==> config.mk <==
export PLATFORM = sky130hd
export DESIGN_NAME = mode_counter
export DESIGN_NICKNAME = d
export VERILOG_FILES = /design/src/rtl/mode_counter.sv
export SDC_FILE = /design/constraint.sdc
export NUM_CORES = 1
export LEC_CHECK = 0
export ABC_CLOCK_PERIOD_IN_PS = 3100
export BUFFER_PORTS_ARGS = -buffer_cell sky130_fd_sc_hd__buf_2
export CELL_PAD_IN_SITES_DETAIL_PLACEMENT = 0
export CELL_PAD_IN_SITES_GLOBAL_PLACEMENT = 1
export CORE_ASPECT_RATIO = 0.9
export CORE_MARGIN = 2
export CORE_UTILIZATION = 40
export DETAILED_ROUTE_END_ITERATION = 10
export GPL_TIMING_DRIVEN = 0
export PLACE_DENSITY = 0.81
export SETUP_SLACK_MARGIN = 0.4
export SYNTH_ARGS = -nofsm -noshare
export SYNTH_HDL_FRONTEND = slang
export SYNTH_SLANG_ARGS = --single-unit
==> constraint.sdc <==
create_clock -name clk -period 3.1 [get_ports clk]
set_input_delay 0.155 -clock clk [delete_from_list [all_inputs] [get_ports clk]]
set_output_delay 0.155 -clock clk [all_outputs]
set_load 0.02 [all_outputs]
==> src/rtl/mode_counter.sv <==
// mode_counter: multi-mode bounded counter.
//   mode 00 up-wrap, 01 down-wrap, 10 ping-pong, 11 one-shot up.
// The count range is 0..limit inclusive. Loading clamps the value to the limit.
// tc is a registered one-cycle pulse that follows each qualifying step.
// done is the registered completion flag for one-shot mode.
module mode_counter #(
  parameter int unsigned WIDTH       = 8,
  parameter int unsigned RESET_VALUE = 0
) (
  input  logic             clk,
  input  logic             reset,
  input  logic             enable,
  input  logic             load,
  input  logic [WIDTH-1:0] load_value,
  input  logic [WIDTH-1:0] limit,
  input  logic [1:0]       mode,
  output logic [WIDTH-1:0] count,
  output logic             dir,
  output logic             tc,
  output logic             done
);

  typedef enum logic [1:0] {
    MODE_UP_WRAP   = 2'b00,
    MODE_DOWN_WRAP = 2'b01,
    MODE_PING_PONG = 2'b10,
    MODE_ONE_SHOT  = 2'b11
  } mode_e;

  // Reset value is deliberately not clamped to limit; an out-of-range
  // count settles through the normal step rules.
  localparam logic [WIDTH-1:0] RESET_COUNT = WIDTH'(RESET_VALUE);
  localparam logic [WIDTH-1:0] ONE         = WIDTH'(1);

  // Architectural state
  logic [WIDTH-1:0] count_reg;
  logic [WIDTH-1:0] count_next;
  logic             dir_reg;
  logic             dir_next;
  logic             tc_reg;
  logic             tc_next;
  logic             done_reg;
  logic             done_next;

  // Decoded mode and shared arithmetic
  mode_e            mode_sel;
  logic [WIDTH-1:0] count_inc;
  logic [WIDTH-1:0] count_dec;
  logic [WIDTH-1:0] limit_dec;
  logic [WIDTH-1:0] load_clamped;
  logic             count_at_or_above;
  logic             count_above;
  logic             count_zero;
  logic             limit_zero;

  assign mode_sel = mode_e'(mode);

  // Shared arithmetic and compares. All arithmetic wraps at 2^WIDTH.
  // No carry leaves the block.
  assign count_inc         = count_reg + ONE;
  assign count_dec         = count_reg - ONE;
  assign limit_dec         = limit - ONE;
  assign count_at_or_above = (count_reg >= limit);
  assign count_above       = (count_reg > limit);
  assign count_zero        = (count_reg == '0);
  assign limit_zero        = (limit == '0);
  assign load_clamped      = (load_value > limit) ? limit : load_value;

  // Next-state selection.
  // Load takes priority over enable, and limit=0 overrides every mode.
  always_comb begin
    count_next = count_reg;
    dir_next   = dir_reg;
    done_next  = done_reg;
    tc_next    = 1'b0;

    if (load) begin
      count_next = load_clamped;
      dir_next   = 1'b0;
      done_next  = 1'b0;
    end else if (enable) begin
      if (limit_zero) begin
        // Degenerate range: the counter sits at zero and every step is terminal.
        count_next = '0;
        tc_next    = 1'b1;
        if (mode_sel == MODE_ONE_SHOT) begin
          done_next = 1'b1;
        end
      end else begin
        case (mode_sel)
          MODE_UP_WRAP: begin
            if (count_at_or_above) begin
              count_next = '0;
              tc_next    = 1'b1;
            end else begin
              count_next = count_inc;
            end
          end

          MODE_DOWN_WRAP: begin
            if (count_zero) begin
              count_next = limit;
              tc_next    = 1'b1;
            end else if (count_above) begin
              count_next = limit;
            end else begin
              count_next = count_dec;
            end
          end

          MODE_PING_PONG: begin
            if (!dir_reg) begin
              if (count_at_or_above) begin
                // Turn around at the top. The top value is not repeated.
                count_next = limit_dec;
                dir_next   = 1'b1;
                tc_next    = 1'b1;
              end else begin
                count_next = count_inc;
              end
            end else begin
              if (count_zero) begin
                // Turn around at the bottom. Zero is not repeated.
                count_next = ONE;
                dir_next   = 1'b0;
                tc_next    = 1'b1;
              end else if (count_above) begin
                count_next = limit;
              end else begin
                count_next = count_dec;
              end
            end
          end

          MODE_ONE_SHOT: begin
            if (!done_reg) begin
              if (count_at_or_above) begin
                count_next = limit;
                done_next  = 1'b1;
                tc_next    = 1'b1;
              end else begin
                // count < limit here, so the increment cannot wrap.
                count_next = count_inc;
                if (count_inc == limit) begin
                  done_next = 1'b1;
                  tc_next   = 1'b1;
                end
              end
            end
          end

          default: begin
            count_next = count_reg;
          end
        endcase
      end
    end
  end

  // State registers with asynchronous active-high reset.
  always_ff @(posedge clk or posedge reset) begin
    if (reset) begin
      count_reg <= RESET_COUNT;
      dir_reg   <= 1'b0;
      tc_reg    <= 1'b0;
      done_reg  <= 1'b0;
    end else begin
      count_reg <= count_next;
      dir_reg   <= dir_next;
      tc_reg    <= tc_next;
      done_reg  <= done_next;
    end
  end

  assign count = count_reg;
  assign dir   = dir_reg;
  assign tc    = tc_reg;
  assign done  = done_reg;

endmodule

-- Word-level counts from Yosys, hierarchy flattened
Index checks and enable logic that the tools add are counted.
- output and inout port bits: 11
- flip-flop bits (word level): 11
- input bits: 22
- bits in read-only memories: 0
- latch bits: 0
- memory bits (writable): 0
- word-level logic and storage cells: 60
- memories kept: 0
- bitwise operators: 0
- order comparisons: 3
- multipliers: 0
- shift operators: 0
- reductions and logical operators: 9
- eq/ne operators: 6
- $add $sub $neg: 3
- divide/modulo/power cells: 0
- multiplexer cells: 35
- operator list (kind ; count):
    two-way mux 8 bit ; 12
    case mux 8 bit (4 select lines) ; 1
    two-way mux 1 bit ; 21
    > comparator 8 bit ; 2
    zero test 8 bit ; 2
    subtractor 8 x 1 -> 8 bit, second input constant ; 2
    adder 8 x 1 -> 8 bit, second input constant ; 1
    == test 8 bit ; 1
    greater-or-equal comparator 8 bit ; 1
    nonzero test 2 bit ; 3
    == test 2 bit, second input constant ; 2
    inequality test 4 bit, second input constant ; 1
    case mux 1 bit (4 select lines) ; 1
    AND reduction 2 bit ; 2
    AND reduction 3 bit ; 1
    == test 2 x 1 -> 1 bit, second input constant ; 1
    zero test 2 bit ; 1
    inequality test 2 bit, second input constant ; 1

-- Logic depth before layout (Yosys ltp)
- word-level depth: 9
- gate-level depth with buffers: 11
- mapped depth without buffers: 9

-- Worst setup path before layout
No wires, ideal clock.
- path type: reg2reg
- start: reg count_reg[0] (netlist: count[0])
- end: reg count_reg[5] (netlist: count[5])
- library setup time: 0.144 ns
- required time: 2.956 ns
- stages on the path, launching flop included: 10
- arrival: 2.610 ns
- buffers on the path: 1
- period minus slack after synthesis: 2.754 ns
- slack: 0.346 ns
- path through: dfrtp_1 -> clkbuf_1 -> inv_1 -> ha_1 -> and4_1 -> o31ai_1 -> a21oi_1 -> a31o_2 -> a2111oi_2 -> o221ai_1
- word-level cells in the longest chain between the ends: 8
- ends and longest elaborated chain (what ; RTL line ; text):
    start: declaration ; 36 ; logic [WIDTH-1:0] count_reg;
    start signal: assignment ; 168 ; count_reg <= count_next;
    subtractor 8 x 1 -> 8 bit or > comparator 8 bit (tied branches) ; 61, 64 ;
    two-way mux 8 bit ; 104, 127 ;
    two-way mux 8 bit ; 122 ; if (count_zero) begin
    two-way mux 8 bit ; 112 ; if (!dir_reg) begin
    case mux 8 bit (4 select lines) * ; 90 ; case (mode_sel)
    two-way mux 8 bit * ; 82 ; if (limit_zero) begin
    two-way mux 8 bit * ; 81 ; end else if (enable) begin
    two-way mux 8 bit * ; 77 ; if (load) begin
Every way passes the cells marked *; elsewhere a longest branch is shown, timed or not. The select of a mux whose other input is x is not followed.
A chain may end at the register's enable or synchronous reset.

-- Worst setup path in the final report
- start: reg count_reg[7] (netlist: count[7])
- end: reg count_reg[5] (netlist: count[5])
- word-level cells in the longest chain between the ends: 8
- ends and longest elaborated chain (what ; RTL line ; text):
    > comparator 8 bit ; 64 ; assign count_above = (count_reg > limit);
    two-way mux 8 bit ; 104, 127 ;
    two-way mux 8 bit ; 122 ;
    two-way mux 8 bit ; 112 ;
    case mux 8 bit (4 select lines) * ; 90 ;
    two-way mux 8 bit * ; 82 ;
    two-way mux 8 bit * ; 81 ;
    two-way mux 8 bit * ; 77 ;
Marks and branches as above.

==> results.json <==
{
  "netlist_area_um2": 2220,
  "portBuffers": 27,
  "cp_max_fo": 7,
  "dr_total_vias": 2643,
  "fmax_ghz": 0.376,
  "ys_types": 59,
  "synth-edff-count": 0,
  "hpwl_um": 6510,
  "synth.top_cell.area_share": 0.124,
  "n_antenna_cell": 0,
  "hold_path.class": "input port to flop",
  "critical-path-max-stage-delay_ps": 490,
  "dr.pass1.iters": 5,
  "start_util": 0.419,
  "wl_um": 8630,
  "setup_viol": 0,
  "pin_count": 33,
  "cp.arrival_ps": 2770,
  "largest_reg_flops": 8,
  "ant_nets": 0,
  "status": "finished clean",
  "drive_gt1_frac": 0.218,
  "async_reset_ff_frac": 1.00,
  "grt_max_degree": 12,
  "crit_family": "compound AO/OA/AOI/OAI gates",
  "clock_path_buffers": 2,
  "grt_usage": 0.293,
  "slew_headroom": 0.515,
  "synth_seq_cells": 11,
  "power_density_nw_per_um2": 476,
  "clk_latency_ps": 250,
  "place.gp.congestion": 0.960,
  "critical_path_required_ps": 3210,
  "synth.top_cells.by_count": "27 x a21oi_1, 27 x nand2_1, 21 x ha_1",
  "wl_per_cell_um": 21.2,
  "antenna_found_initial": 0,
  "p_total_mw": 1.28,
  "yosys_warnings": 0,
  "rows": 25,
  "finalHoldViolCount": 0,
  "place_inst": 395,
  "rsz0062_at_grt": "true",
  "cts_sinks": 11,
  "stdcell_count": 407,
  "path_buf_inv": 0,
  "cts_tree": "done",
  "critical_path_class": "flop to flop",
  "fp.dieW_um": 82.5,
  "worst_pin_slew_ps": 721,
  "synth_area_leaders": "dfrtp_1 12%, ha_1 12%, xnor2_1 6.3%",
  "yosys.area.top_type": "dfrtp_1",
  "critPathLaunchType": "flop",
  "cap_viol_max_count": 0,
  "gr-total-overflow": 0,
  "layout_min_cycle_time_ps": 2660,
  "crit_path_end_kind": "flop",
  "crit_path_top_delay_cell": "dfrtp_2",
  "syn_area_per_cell_um2": 7.37,
  "area_growth_pct": 21.2,
  "leakage_nw": 1.08,
  "fin_hold_ws_ps": 204,
  "viasPerCell": 6.49,
  "path_clk_slew_ps": 60,
  "die-area_um2": 6160,
  "synth-seq-area-share": 0.124,
  "final_util": 0.508,
  "clock_skew_ps": 2.68,
  "core_um2": 5290,
  "drc_errors": 0,
  "synthFlopType": "dfrtp_1",
  "netlist_instances": 301,
  "grt_pass1_wl_um": 13400,
  "maxSlewViolCount": 0,
  "fp.dieH_um": 74.6,
  "ir_drop_mv": 0.244,
  "syn-num-nets": 344,
  "crit_chain": "ha_1 -> and4_1 -> o31a_1 -> nor4_1 -> a31o_2 -> a2111oi_4 -> o221ai_1",
  "nets": 384,
  "h-tree-depth": 1,
  "cts-root-buf": "clkbuf_8",
  "first_global_vias": 2398,
  "cts-buffers-inserted": 3,
  "dr.first_iter.drc_count": 356,
  "timing.final.crit_share": 0.857
}
[layer usage]
layer	vias to the layer above	wire (µm)	global-route usage
met3	25	914	0.0492
met1	1229	3680	0.418
met5	-	0	0
li1	1223	-	-
met2	166	3780	0.466
met4	0	253	0.0648
[cell usage in the layout, fill, tap and decap left out, types with 6 or more instances in the layout]
cell type	Yosys	final
dfrtp_1	11	9
nand3_1	9	9
a21oi_1	27	23
nor3_1	13	11
clkbuf_1	11	9
mux2i_1	12	12
buf_2	3	29
o21ai_0	17	17
buf_4	0	6
nor2_1	15	14
ha_1	21	21
nand2_1	27	26
nor4_1	6	6
inv_1	19	18
xnor2_1	16	15
[path summary, 6_finish.rpt]
path                                      start                    to  slack [ps]  cells past startpoint
max                        count[7]$_DFFE_PP0P_  count[5]$_DFFE_PP0P_         440                      7
min                                      enable          tc$_DFF_PP0_         200                      3
max reg2reg                count[7]$_DFFE_PP0P_  count[5]$_DFFE_PP0P_         440                      7
min reg2reg                    done$_DFFE_PP0P_      done$_DFFE_PP0P_         600                      2
max in group asynchronous                 reset  count[7]$_DFFE_PP0P_        2220                      3
min in group asynchronous                 reset  count[3]$_DFFE_PP0P_         490                      3
[final cells by class]
type | instances | area [µm²]
Multi-Input combinational cell | 255 | 1920
Buffer | 15 | 82.6
Sequential cell | 11 | 278
Fill cell | 548 | 2600
Timing Repair Buffer | 35 | 201
Inverter | 20 | 75.1
Clock buffer | 4 | 45.0
Tap cell | 67 | 83.8
[per-stage QoR]
stage / setup slack, ps / setup TNS [ps] / area (µm²)
after floorplan: 443 / 0 / 2220
final: 443 / 0 / 2690
after CTS: 400 / 0 / 2590
after global routing: 363 / 0 / 2690
after global placement: -221 / -594 / 2440
after detailed placement: -234 / -718 / 2440
[report_power, final]
part | leakage (nW) | switching, mW | total [mW] | internal [mW]
Combinational | 0.918 | 0.552 | 0.902 | 0.350
Sequential | 0.135 | 0.0417 | 0.212 | 0.170
Clock | 0.0228 | 0.0728 | 0.164 | 0.0911
[cell families (layout without fill, tap and decap cells)]
| logic type | Yosys count | in the layout | share of synthesized area |
|---|---|---|---|
| multiplexers | 16 | 16 | 0.0745 |
| adder cells (fa/ha/maj) | 21 | 21 | 0.119 |
| AO/OA/AOI/OAI | 100 | 100 | 0.302 |
| XOR/XNOR | 21 | 21 | 0.0830 |
| buffers and inverters | 35 | 74 | 0.0643 |
| AND/OR/NAND/NOR | 97 | 97 | 0.233 |
| flip-flops | 11 | 11 | 0.124 |
[what timing repair did]
action                                 4_1_cts  5_1_grt
setup endpoints to repair                   10        8
resized for setup                           18       16
endpoints found under the hold margin       11        0
pin swaps                                    4        5
hold buffers                                 1        0
setup buffers                                2        5
gates cloned                                 0        0
[worst min-delay path, cell delays in order]
cell and delay, ps:
buf_2 130, nand2_1 80, a41oi_1 40
No activity file was read; power rests on OpenSTA's default activity.
